`config.mk`:
```
export PLATFORM = sky130hd
export DESIGN_NAME = seq_signed_divider
export DESIGN_NICKNAME = d
export VERILOG_FILES = /design/src/rtl/seq_signed_divider.sv
export SDC_FILE = /design/constraint.sdc
export NUM_CORES = 1
export LEC_CHECK = 0
export CAP_MARGIN = 20
export CORE_MARGIN = 4
export CORE_UTILIZATION = 50
export CTS_CLUSTER_DIAMETER = 150
export DETAILED_ROUTE_END_ITERATION = 6
export MAX_ROUTING_LAYER = met4
export PLACE_DENSITY = 0.73
export SLEW_MARGIN = 20
export SYNTH_ARGS = -nofsm -noshare
export SYNTH_HDL_FRONTEND = slang
export SYNTH_SLANG_ARGS = --single-unit
```
`constraint.sdc`:
```
create_clock -name clk -period 3.8 [get_ports clk]
set_clock_uncertainty 0.15 [all_clocks]
set_input_delay 0.95 -clock clk [delete_from_list [all_inputs] [get_ports clk]]
set_output_delay 0.95 -clock clk [all_outputs]
set_load 0.01 [all_outputs]
```
`src/rtl/seq_signed_divider.sv`:
```
// rtl/seq_signed_divider.sv - multi-cycle signed restoring divider with start/done handshake
//
// Purpose: computes quotient and remainder of two N-bit two's-complement operands,
// one restoring iteration per clock. Divide-by-zero and the single overflow case
// (-2^(N-1) / -1) are flagged alongside the result.
//
// Ports:
//   clk          rising-edge clock
//   rst          synchronous active-high reset
//   start        request, sampled only in IDLE
//   dividend     signed dividend, sampled on the accepting edge
//   divisor      signed divisor, sampled on the accepting edge
//   quotient     signed quotient, truncated toward zero
//   remainder    signed remainder, sign follows the dividend
//   done         result valid, held until the next accepted start or rst
//   busy         high while in RUN or FIX
//   div_by_zero  result qualifier, valid while done=1
//   overflow     result qualifier, valid while done=1
module seq_signed_divider #(
    parameter int N = 16
) (
    input  logic         clk,
    input  logic         rst,
    input  logic         start,
    input  logic [N-1:0] dividend,
    input  logic [N-1:0] divisor,
    output logic [N-1:0] quotient,
    output logic [N-1:0] remainder,
    output logic         done,
    output logic         busy,
    output logic         div_by_zero,
    output logic         overflow
);

    localparam int CW = $clog2(N + 1);

    typedef enum logic [1:0] {
        IDLE,
        RUN,
        FIX
    } state_t;

    state_t         state;
    state_t         state_nxt;

    logic [CW-1:0]  cnt;
    logic [N-1:0]   qmag;       // dividend magnitude, shifted out as quotient bits shift in
    logic [N-1:0]   dmag;       // divisor magnitude
    logic [N:0]     prem;       // partial remainder
    logic           sq;
    logic           sr;
    logic           zero_div;
    logic           ovf_case;

    logic [N-1:0]   dvd_abs;
    logic [N-1:0]   dvs_abs;
    logic [N:0]     shifted;
    logic [N+1:0]   trial;
    logic           last_iter;

    // Negating -2^(N-1) in N bits yields 2^(N-1), which is the correct unsigned magnitude.
    always_comb begin
        dvd_abs   = dividend[N-1] ? -dividend : dividend;
        dvs_abs   = divisor[N-1]  ? -divisor  : divisor;
        shifted   = {prem[N-1:0], qmag[N-1]};
        // One extra top bit so the sign of the trial subtraction is unambiguous.
        trial     = {1'b0, shifted} - {2'b00, dmag};
        last_iter = (cnt == CW'(N - 1));
    end

    assign busy = (state != IDLE);

    always_ff @(posedge clk) begin
        if (rst) begin
            state <= IDLE;
        end else begin
            state <= state_nxt;
        end
    end

    always_comb begin
        state_nxt = state;
        case (state)
            IDLE: begin
                if (start) begin
                    state_nxt = (divisor == '0) ? FIX : RUN;
                end
            end
            RUN: begin
                if (last_iter) begin
                    state_nxt = FIX;
                end
            end
            FIX:     state_nxt = IDLE;
            default: state_nxt = IDLE;
        endcase
    end

    always_ff @(posedge clk) begin
        if (rst) begin
            quotient    <= '0;
            remainder   <= '0;
            done        <= 1'b0;
            div_by_zero <= 1'b0;
            overflow    <= 1'b0;
            cnt         <= '0;
            qmag        <= '0;
            dmag        <= '0;
            prem        <= '0;
            sq          <= 1'b0;
            sr          <= 1'b0;
            zero_div    <= 1'b0;
            ovf_case    <= 1'b0;
        end else begin
            case (state)
                IDLE: begin
                    if (start) begin
                        sq          <= dividend[N-1] ^ divisor[N-1];
                        sr          <= dividend[N-1];
                        qmag        <= dvd_abs;
                        dmag        <= dvs_abs;
                        prem        <= '0;
                        cnt         <= '0;
                        done        <= 1'b0;
                        div_by_zero <= 1'b0;
                        overflow    <= 1'b0;
                        zero_div    <= (divisor == '0);
                        ovf_case    <= (dividend == {1'b1, {(N-1){1'b0}}}) && (divisor == '1);
                    end
                end
                RUN: begin
                    if (trial[N+1]) begin
                        prem <= shifted;
                    end else begin
                        prem <= trial[N:0];
                    end
                    qmag <= {qmag[N-2:0], ~trial[N+1]};
                    cnt  <= cnt + CW'(1);
                end
                FIX: begin
                    // With a zero divisor RUN is skipped, so qmag still holds |dividend|
                    // and re-applying the dividend sign reproduces the dividend.
                    if (zero_div) begin
                        quotient  <= '1;
                        remainder <= sr ? -qmag : qmag;
                    end else begin
                        quotient  <= sq ? -qmag : qmag;
                        remainder <= sr ? -prem[N-1:0] : prem[N-1:0];
                    end
                    done        <= 1'b1;
                    div_by_zero <= zero_div;
                    overflow    <= ovf_case;
                end
                default: ;
            endcase
        end
    end

endmodule

```
## After elaboration in Yosys (flattened, before gate mapping)

Index checks and enable logic that the tools add are counted.

- Add/subtract/negate cells: 6
- Eq/ne operators: 7
- Multiplexer cells: 22
- Bitwise logic cells: 2
- Reduce and logical (&&, ||, !) cells: 10

Operators by type and width:

| operator | count |
|---|---|
| 16-bit 2-to-1 mux | 10 |
| 16-bit negation | 4 |
| 16-bit one-hot mux with 2 select lines | 2 |
| 16-bit == test, second input constant | 2 |
| 17-bit by 16-bit subtractor with 18-bit output | 1 |
| 16-bit zero test | 1 |
| 5-bit one-hot mux with 2 select lines | 1 |
| 2-bit AND reduction | 4 |
| 2-bit 2-to-1 mux | 3 |
| 1-bit one-hot mux with 2 select lines | 3 |
| 2-bit nonzero test | 3 |
| 5-bit by 1-bit adder with 5-bit output, second input constant | 1 |
| 5-bit by 4-bit == test with 1-bit output, second input constant | 1 |
| 5-bit 2-to-1 mux | 1 |
| 2-bit inequality test, second input constant | 2 |
| 2-bit one-hot mux with 2 select lines | 1 |
| 2-bit by 1-bit == test with 1-bit output, second input constant | 1 |
| 2-bit == test, second input constant | 1 |
| 2-bit zero test | 1 |
| 1-bit logical AND | 1 |
| 1-bit 2-to-1 mux | 1 |
| 1-bit NOT | 1 |
| 1-bit bitwise XOR | 1 |

- Register bits: 94
- Output and inout bits: 36

## Longest topological paths before layout

- Depth after elaboration: 4
- Mapped depth: 11

## Least setup slack after synthesis

OpenSTA, ideal clock, no wires.

- Path type: input port to flip-flop
- Start point: in dividend[4]
- End point: reg qmag[11]
- Setup time: 0.114 ns
- Data arrival time: 2.578 ns
- Data required time: 3.536 ns
- Slack: 0.958 ns
- Stages: 6
- Buffers on the path: 0
- Cells stage by stage: or4_1 > nor3_1 > nand2_1 > o41ai_1 > xor2_1 > a2111oi_0

- Longest elaborated chain between the ends: 4

Ends and longest elaborated chain:

| element | line | source |
|---|---|---|
| start: declaration | 25 | `input logic [N-1:0] dividend,` |
| 16-bit negation | 63 | `dvd_abs = dividend[N-1] ? -dividend : dividend;` |
| 16-bit 2-to-1 mux | 63 |  |
| 16-bit 2-to-1 mux | 117 | `if (start) begin` |
| 16-bit one-hot mux with 2 select lines | 115 | `case (state)` |
| end signal: assignment | 120 | `qmag <= dvd_abs;` |
| end signal: assignment | 137 | `qmag <= {qmag[N-2:0], ~trial[N+1]};` |
| end: declaration | 47 | `logic [N-1:0] qmag;` |

No other way between the ends. The select of a mux whose other input is x is not followed.
A chain may end at the register's enable or synchronous reset.

## Worst setup path in the final report

Same ends and word-level chain as after synthesis.

==> summary.md <==
| Metric | Value |
|---|---|
| Layout cells sized above 1 | `5.179%` |
| Post-CTS Hold Buffers | `0` |
| Number of diodes | `0` |
| RSZ-0062 raised after global routing | `false` |
| WHS Path Cells | `2` |
| Hold path endpoint | `remainder[6]` |
| Worst setup EP type | `flop` |
| EDFF count, synth | `0` |
| Final core occ | `60.64%` |
| Overall Global Routing Usage | `23.11%` |
| Final Power | `0.003160 W` |
| Synthesized area | `5977 sq um` |
| Part of the Yosys area used for sequential elements | `31.48%` |
| CTS tree | `built` |
| Status | `completed` |
| Final period utilization | `86.02%` |
| # DRC | `0` |
| Synth cell types | `56` |
| WL final | `15460 um` |
| DR pass1 iterations | `4` |
| Commonest cells post-synth | `dfxtp_1 (94), nand2_1 (87), nor2_1 (74)` |
| Clk_lat worst skew | `350 ps` |
| Peak supply drop | `0.0001927 V` |
| Hold Path Origin | `remainder[6]` |
| Main flop type after synthesis | `dfxtp_1` |
| Critical path fanouts, max | `3` |
| Setup TNS | `0 ps` |
| Reg2reg path depth | `10` |
| DIE WIDTH | `117.3 um` |
| Flops & latches, synth | `94` |
| Starting Density | `51.68%` |
| Final Hold Vio Count | `0` |
| Max Root-Sink Buffers | `2` |
| Least-Margin Pin Slew | `1060 ps` |
| Max_cap viols | `0` |
| Die area | `13770 sq um` |
| Required time of the critical path | `3870 ps` |
| Final nets | `865` |
| Placed Area | `6721 sq um` |
| Clock transition at path regs | `60 ps` |
| CP Class | `primary input to flop` |
| DR iter-0 viols | `375` |
| Reg2Reg Setup Slack | `1040 ps` |
| Syn avg cell area | `7.783 sq um` |
| Detail Route Antenna Nets | `0` |
| Vias in the first global route | `5239` |
| Largest net degree at the start of global routing | `79` |
| Rel. slew slack | `29.02%` |
| PwrDens | `450.6 nW/um^2` |
| Worst R2R End | `prem[1]` |
| Final Instance Area | `7013 sq um` |
| GP Congestion | `0.9034` |
| Largest area contributor in the netlist | `dfxtp_1` |
| Vias/cell | `5.862` |
| Max-slew violations | `0` |
| Dpl hpwl | `11560 um` |
| Most common cell in the netlist | `dfxtp_1` |
| Top cell type's share of synthesized area | `31.48%` |
| Post-CTS Resized | `0` |
| Leak | `2.582 nW` |
| CTS Buf Count | `9` |
| Grt total ovfl | `0` |
| Wire per inst | `16.20 um` |
| Maximum clock rate | `0.3059 GHz` |
| CTS Root Cell | `clkbuf_16` |
| PortBufs | `70` |
| Min cycle time layout | `3269 ps` |
| Mapped Cells | `768` |
| FF-to-FF Start | `dmag[14]` |
| CP Launch Type | `primary input` |
| Die Span Y | `117.3 um` |
| Clock sinks | `94` |
| Syn Nets | `827` |
| Area contributors post-synth | `dfxtp_1 (31%), xnor2_1 (7.0%), nand2_1 (5.5%)` |
| Area Overhead vs Synth | `17.33%` |
| Htree depth | `3` |
| First-pass GRT wire length | `26080 um` |
| Io pins | `71` |
| Number of post-CTS setup repair buffers | `0` |
| Vias | `5592` |
| Initial antenna violation count | `0` |
| FFs w/ async S/R, synth | `0%` |
| Core Region | `11560 sq um` |
| Count of final setup violators | `0` |
| Arrival @ worst endpoint | `3340 ps` |
| Synthesis Warnings | `0` |
| Tightest Hold Check Type | `flop to flop` |
| Row count | `39` |
-- critical path: stages --
cell,delay [ps]
clkdlybuf4s50_1,450
or4_1,580
nor3_1,290
nand2_1,130
o41ai_1,340
xor2_1,150
a2111oi_0,440
-- area by class of cell --
class                   instances  area, sq um
fillers                      1044         4552
multi-input cells             591         3774
repair buffers                 81        778.2
inverters                      29        108.9
clock buffers                  11        232.7
clock inverters                 5        58.81
well taps                     143        178.9
flip-flops and latches         94         1882
-- worst max path at each step --
stage | to | slack, ps | from | cells past startpoint
6_report | qmag[11] | 530 | dividend[4] | 7
5_1_grt | qmag[14] | 470 | dividend[4] | 8
4_1_cts | qmag[11] | 560 | dividend[4] | 7
3_5_place_dp | qmag[11] | 190 | dividend[4] | 7
3_3_place_gp | qmag[11] | 380 | dividend[4] | 7
2_1_floorplan | qmag[11] | 960 | dividend[4] | 6
-- logic make-up (layout without fill, tap and decap cells) --
group	count (synthesis)	after routing	share of synthesized area, %
AO/OA/AOI/OAI	208	208	22.65
XOR/XNOR	74	74	10.84
adder cells (fa/ha/maj)	24	24	5.150
buffers and inverters	83	126	5.547
flip-flops	94	94	31.48
multiplexers	23	23	4.103
AND/OR/NAND/NOR	262	262	20.22
-- metrics by stage --
stage,std cells,hold WS (ps),setup WS (ps)
floorplan,768,281.9,957.7
global placement,938,291.5,378.7
detailed placement,938,293.7,187.0
CTS,954,302.5,562.4
global route,954,322.1,467.4
finish,954,301.6,531.4
-- layer usage --
| metal | up-vias | share of wire [%] | global-route usage, % |
|---|---|---|---|
| met2 | 157 | 47 | 36.31 |
| li1 | 2812 | - | - |
| met1 | 2604 | 47 | 30.40 |
| met4 | 0 | 1.8 | 7.478 |
| met5 | - | 0 | - |
| met3 | 19 | 4.7 | 4.090 |
-- cell usage in the layout (no fill, tap or decap), types with 3 or more instances in the layout --
cell type	instances
nand2_1	87
inv_1	29
a22oi_1	12
dfxtp_1	94
mux2i_1	20
nor2b_1	5
o211ai_1	10
o31ai_1	20
a211oi_1	24
nor2_1	73
xnor2_1	48
a21o_1	5
xor2_1	26
or3_1	7
and3_1	7
nand4_1	9
a2111oi_0	4
ha_1	23
nor4_1	4
nand2b_1	10
nand3_1	19
or4_1	5
a21oi_1	51
nor3_1	24
o41ai_1	6
a22o_1	3
o21a_1	4
clkbuf_16	9
o21ai_0	42
buf_4	11
or2_2	3
o22ai_1	11
clkdlybuf4s50_1	69
-- sequential cells by signal (all words and copies together) (netlist names) --
signal,cells
quotient,16
remainder,16
qmag,16
ovf_case,1
sq,1
zero_div,1
done,1
cnt,5
sr,1
div_by_zero,1
dmag,16
overflow,1
prem,16
state,2
-- where the power goes --
group	switching (W)	leakage (nW)	total (W)	internal [W]
clock	0.000390	0.136	0.000901	0.000512
combinational	0.000614	1.68	0.00110	0.000484
sequential	0.000110	0.765	0.00116	0.00105
No activity file was read; power rests on OpenSTA's default activity.
==> variant: new RTL, same flow settings <==
Reset style: asynchronous (`rst`), changed in 2 clocked blocks. Comments in the files are not updated.
--- a/src/rtl/seq_signed_divider.sv
+++ b/src/rtl/seq_signed_divider.sv
@@ -72,3 +72,3 @@
 
-    always_ff @(posedge clk) begin
+    always_ff @(posedge clk or posedge rst) begin
         if (rst) begin
@@ -98,3 +98,3 @@
 
-    always_ff @(posedge clk) begin
+    always_ff @(posedge clk or posedge rst) begin
         if (rst) begin
Function: differs if rst is asserted again (counterexample within 4 cycles, from zero or initial values and one cycle with rst high); with rst held inactive, the same outputs for 10 cycles.
==> variant against the unedited design <==
Via count down 3.0%; worst setup slack better by 0.076 ns; area after synthesis up 1.3%; design area up 3.4%; count of clock-buffer cells in the layout down 2; routed wire length up 1.5%; sequential cell count unchanged; critical path depth up 2; synthesized cell count down 6.4%.
Power is not compared: it rests on default switching activity, and its combinational part moved more than twofold at a synthesized area within 25%.
==> variant: results (changes against the unedited design) <==
* CTS Root Cell: clkbuf_16
* Worst skew pair latency at 0.35 ns (about the same)
* CP max FO at 17 (+14)
* Unique masters post-synth at 52 (-7.1%)
* Number of synthesized flops with an enable pin at 0 (unchanged)
* Vias in the first global route at 5,203 (-0.69%)
* Synth area leaders: dfrtp_1, nand2_1, o21ai_0
* CTS max path bufs at 2 (unchanged)
* Post-layout nets at 826 (-4.5%)
* Hold path depth at 2 (unchanged)
* Antenna violations before repair at 0 (unchanged)
* Setup TNS at 0 ns (unchanged)
* Async S/R FF share, synth at 1.000 (+1.000)
* I/O Buffers at 70 (unchanged)
* Post-synth net total at 778 (-5.9%)
* Iteration-0 DRC Markers at 461 (+23%)
* Hold Crit Class: reg -> reg
* Reg clk slew, reported paths at around 0.070 ns
* DRT Pass-1 Iters at 5 (+1)
* Worst Hold Endpoint: quotient[0]
* Post-CTS Resized at 0 (unchanged)
* Final hold slack at 0.3156 ns (+0.01403 ns)
* Worst IR drop on VDD at 0.4882 mV
* Slowest stage cell, crit path: dfrtp_1
* Vias at 5,427 (-3.0%)
* P_leak at 3.050 nW
* R2R Path End: prem[6]
* FF-to-FF Start: qmag[15]
* Synth warn at 0 (unchanged)
* Synth cell count leaders: nand2_1, dfrtp_1, o21ai_0, xor2_1
* Setup Buffers After CTS at 0 (unchanged)
* Post-synthesis sequential area ratio at 0.3883 (+0.07351)
* Path depth of the worst reg2reg path at 9 (-1)
* DP Wirelength at 11.57 mm (+0.12%)
* First-pass GRT wire length at 25.79 mm (-1.1%)
* Tot GR Track Use at 0.2333 (+0.002221)
* Family with the most delay on the worst path: compound AO/OA/AOI/OAI gates
* Critical path arrival at 3.27 ns (-0.07 ns)
* Status: complete, no violations
* Hold_sp: quotient[0]
* # H-tree levels at 3 (unchanged)
* FF-to-FF setup slack at 0.61 ns (-0.43 ns)
* Slew HR at 0.3104 (+0.02025)
* Worst path max stage delay at 0.50 ns (-0.08 ns)
* CTS buffer count at 9 (unchanged)
* WL/cell at 17.14 um (+5.8%)
* Share of layout cells above drive strength 1 at 0.04922 (-0.002565)
* GPL Wtd Cong at 0.9315 (+3.1%)
* Diode count at 0 (unchanged)
* Largest net degree at the start of global routing at 60 (-24%)
* # fillers at 1,014 (-2.9%)
-- variant: cell types whose count changed after synthesis, moves of 16 or more --
cell / before / now
a211oi_1: 24 / 0
dfrtp_1: 0 / 94
dfxtp_1: 94 / 0
nand2_1: 87 / 129
nor2_1: 74 / 32
nor3_1: 24 / 4
o21ai_0: 42 / 80
xor2_1: 26 / 42
-- variant: worst max path at each step --
| stage | from | endpoint | slack, ns | cells past startpoint |
|---|---|---|---|---|
| finish | qmag[15] | prem[6] | 0.61 | 9 |
| global route | divisor[8] | state[1] | 0.40 | 7 |
| CTS | divisor[8] | state[1] | 0.65 | 7 |
| detailed placement | divisor[8] | state[1] | 0.29 | 7 |
| global placement | divisor[8] | state[1] | 0.32 | 7 |
| floorplan | rst | cnt[0] | 0.25 | 1 |
-- variant: cell type report --
class / instances / area (um2) / area share
clock inverters: 7 / 145.1 / 0.02002
inverters: 29 / 110.1 / 0.01519
clock buffers: 9 / 225.2 / 0.03107
flip-flops and latches: 94 / 2352 / 0.3245
repair buffers: 81 / 795.8 / 0.1098
well taps: 143 / 178.9 / 0.02469
multi-input cells: 552 / 3441 / 0.4747
-- variant: kinds of logic after synthesis --
logic type,count (synthesis),share of synthesized area
DFF,94,0.3884
muxes,7,0.01363
and+or+nand+nor,238,0.1803
buffers and inverters,73,0.04544
adders and majority gates,24,0.05082
xor gates and xnor gates,80,0.1157
AOI/OAI and AO/OA,203,0.2057
-- variant: power by group --
group          total, mW  internal (mW)  switching (mW)
registers           1.92           1.38           0.540
logic               3.26           1.46            1.80
clock network       1.11          0.713           0.397
-- variant: metal layers --
layer | global-route usage | vias to the layer above | share of wire
li1 | - | 2625 | -
met1 | 0.3019 | 2595 | 0.45
met2 | 0.3712 | 185 | 0.47
met3 | 0.04229 | 22 | 0.057
met4 | 0.07839 | 0 | 0.022
met5 | - | - | 0
-- variant: worst register-to-register path, stage by stage (launching register included) --
cell      delay, ns
dfrtp_1        0.50
inv_1          0.08
ha_1           0.22
nand2b_1       0.17
a21oi_1        0.27
o211ai_1       0.20
o21ai_0        0.45
a41oi_2        0.37
buf_4          0.32
o311ai_0       0.33
-- variant: per-stage QoR --
stage	cell area [um2]	util	instances	setup slack, ns	total power [mW]
after global routing	7248	0.6241	915	0.3994	6.775
final	7248	0.6241	915	0.6075	6.292
after detailed placement	6878	0.5922	899	0.2877	5.152
after CTS	7248	0.6241	915	0.6454	6.281
after global placement	6878	0.5922	899	0.3221	5.029
after floorplan	6057	-	719	0.2513	4.187
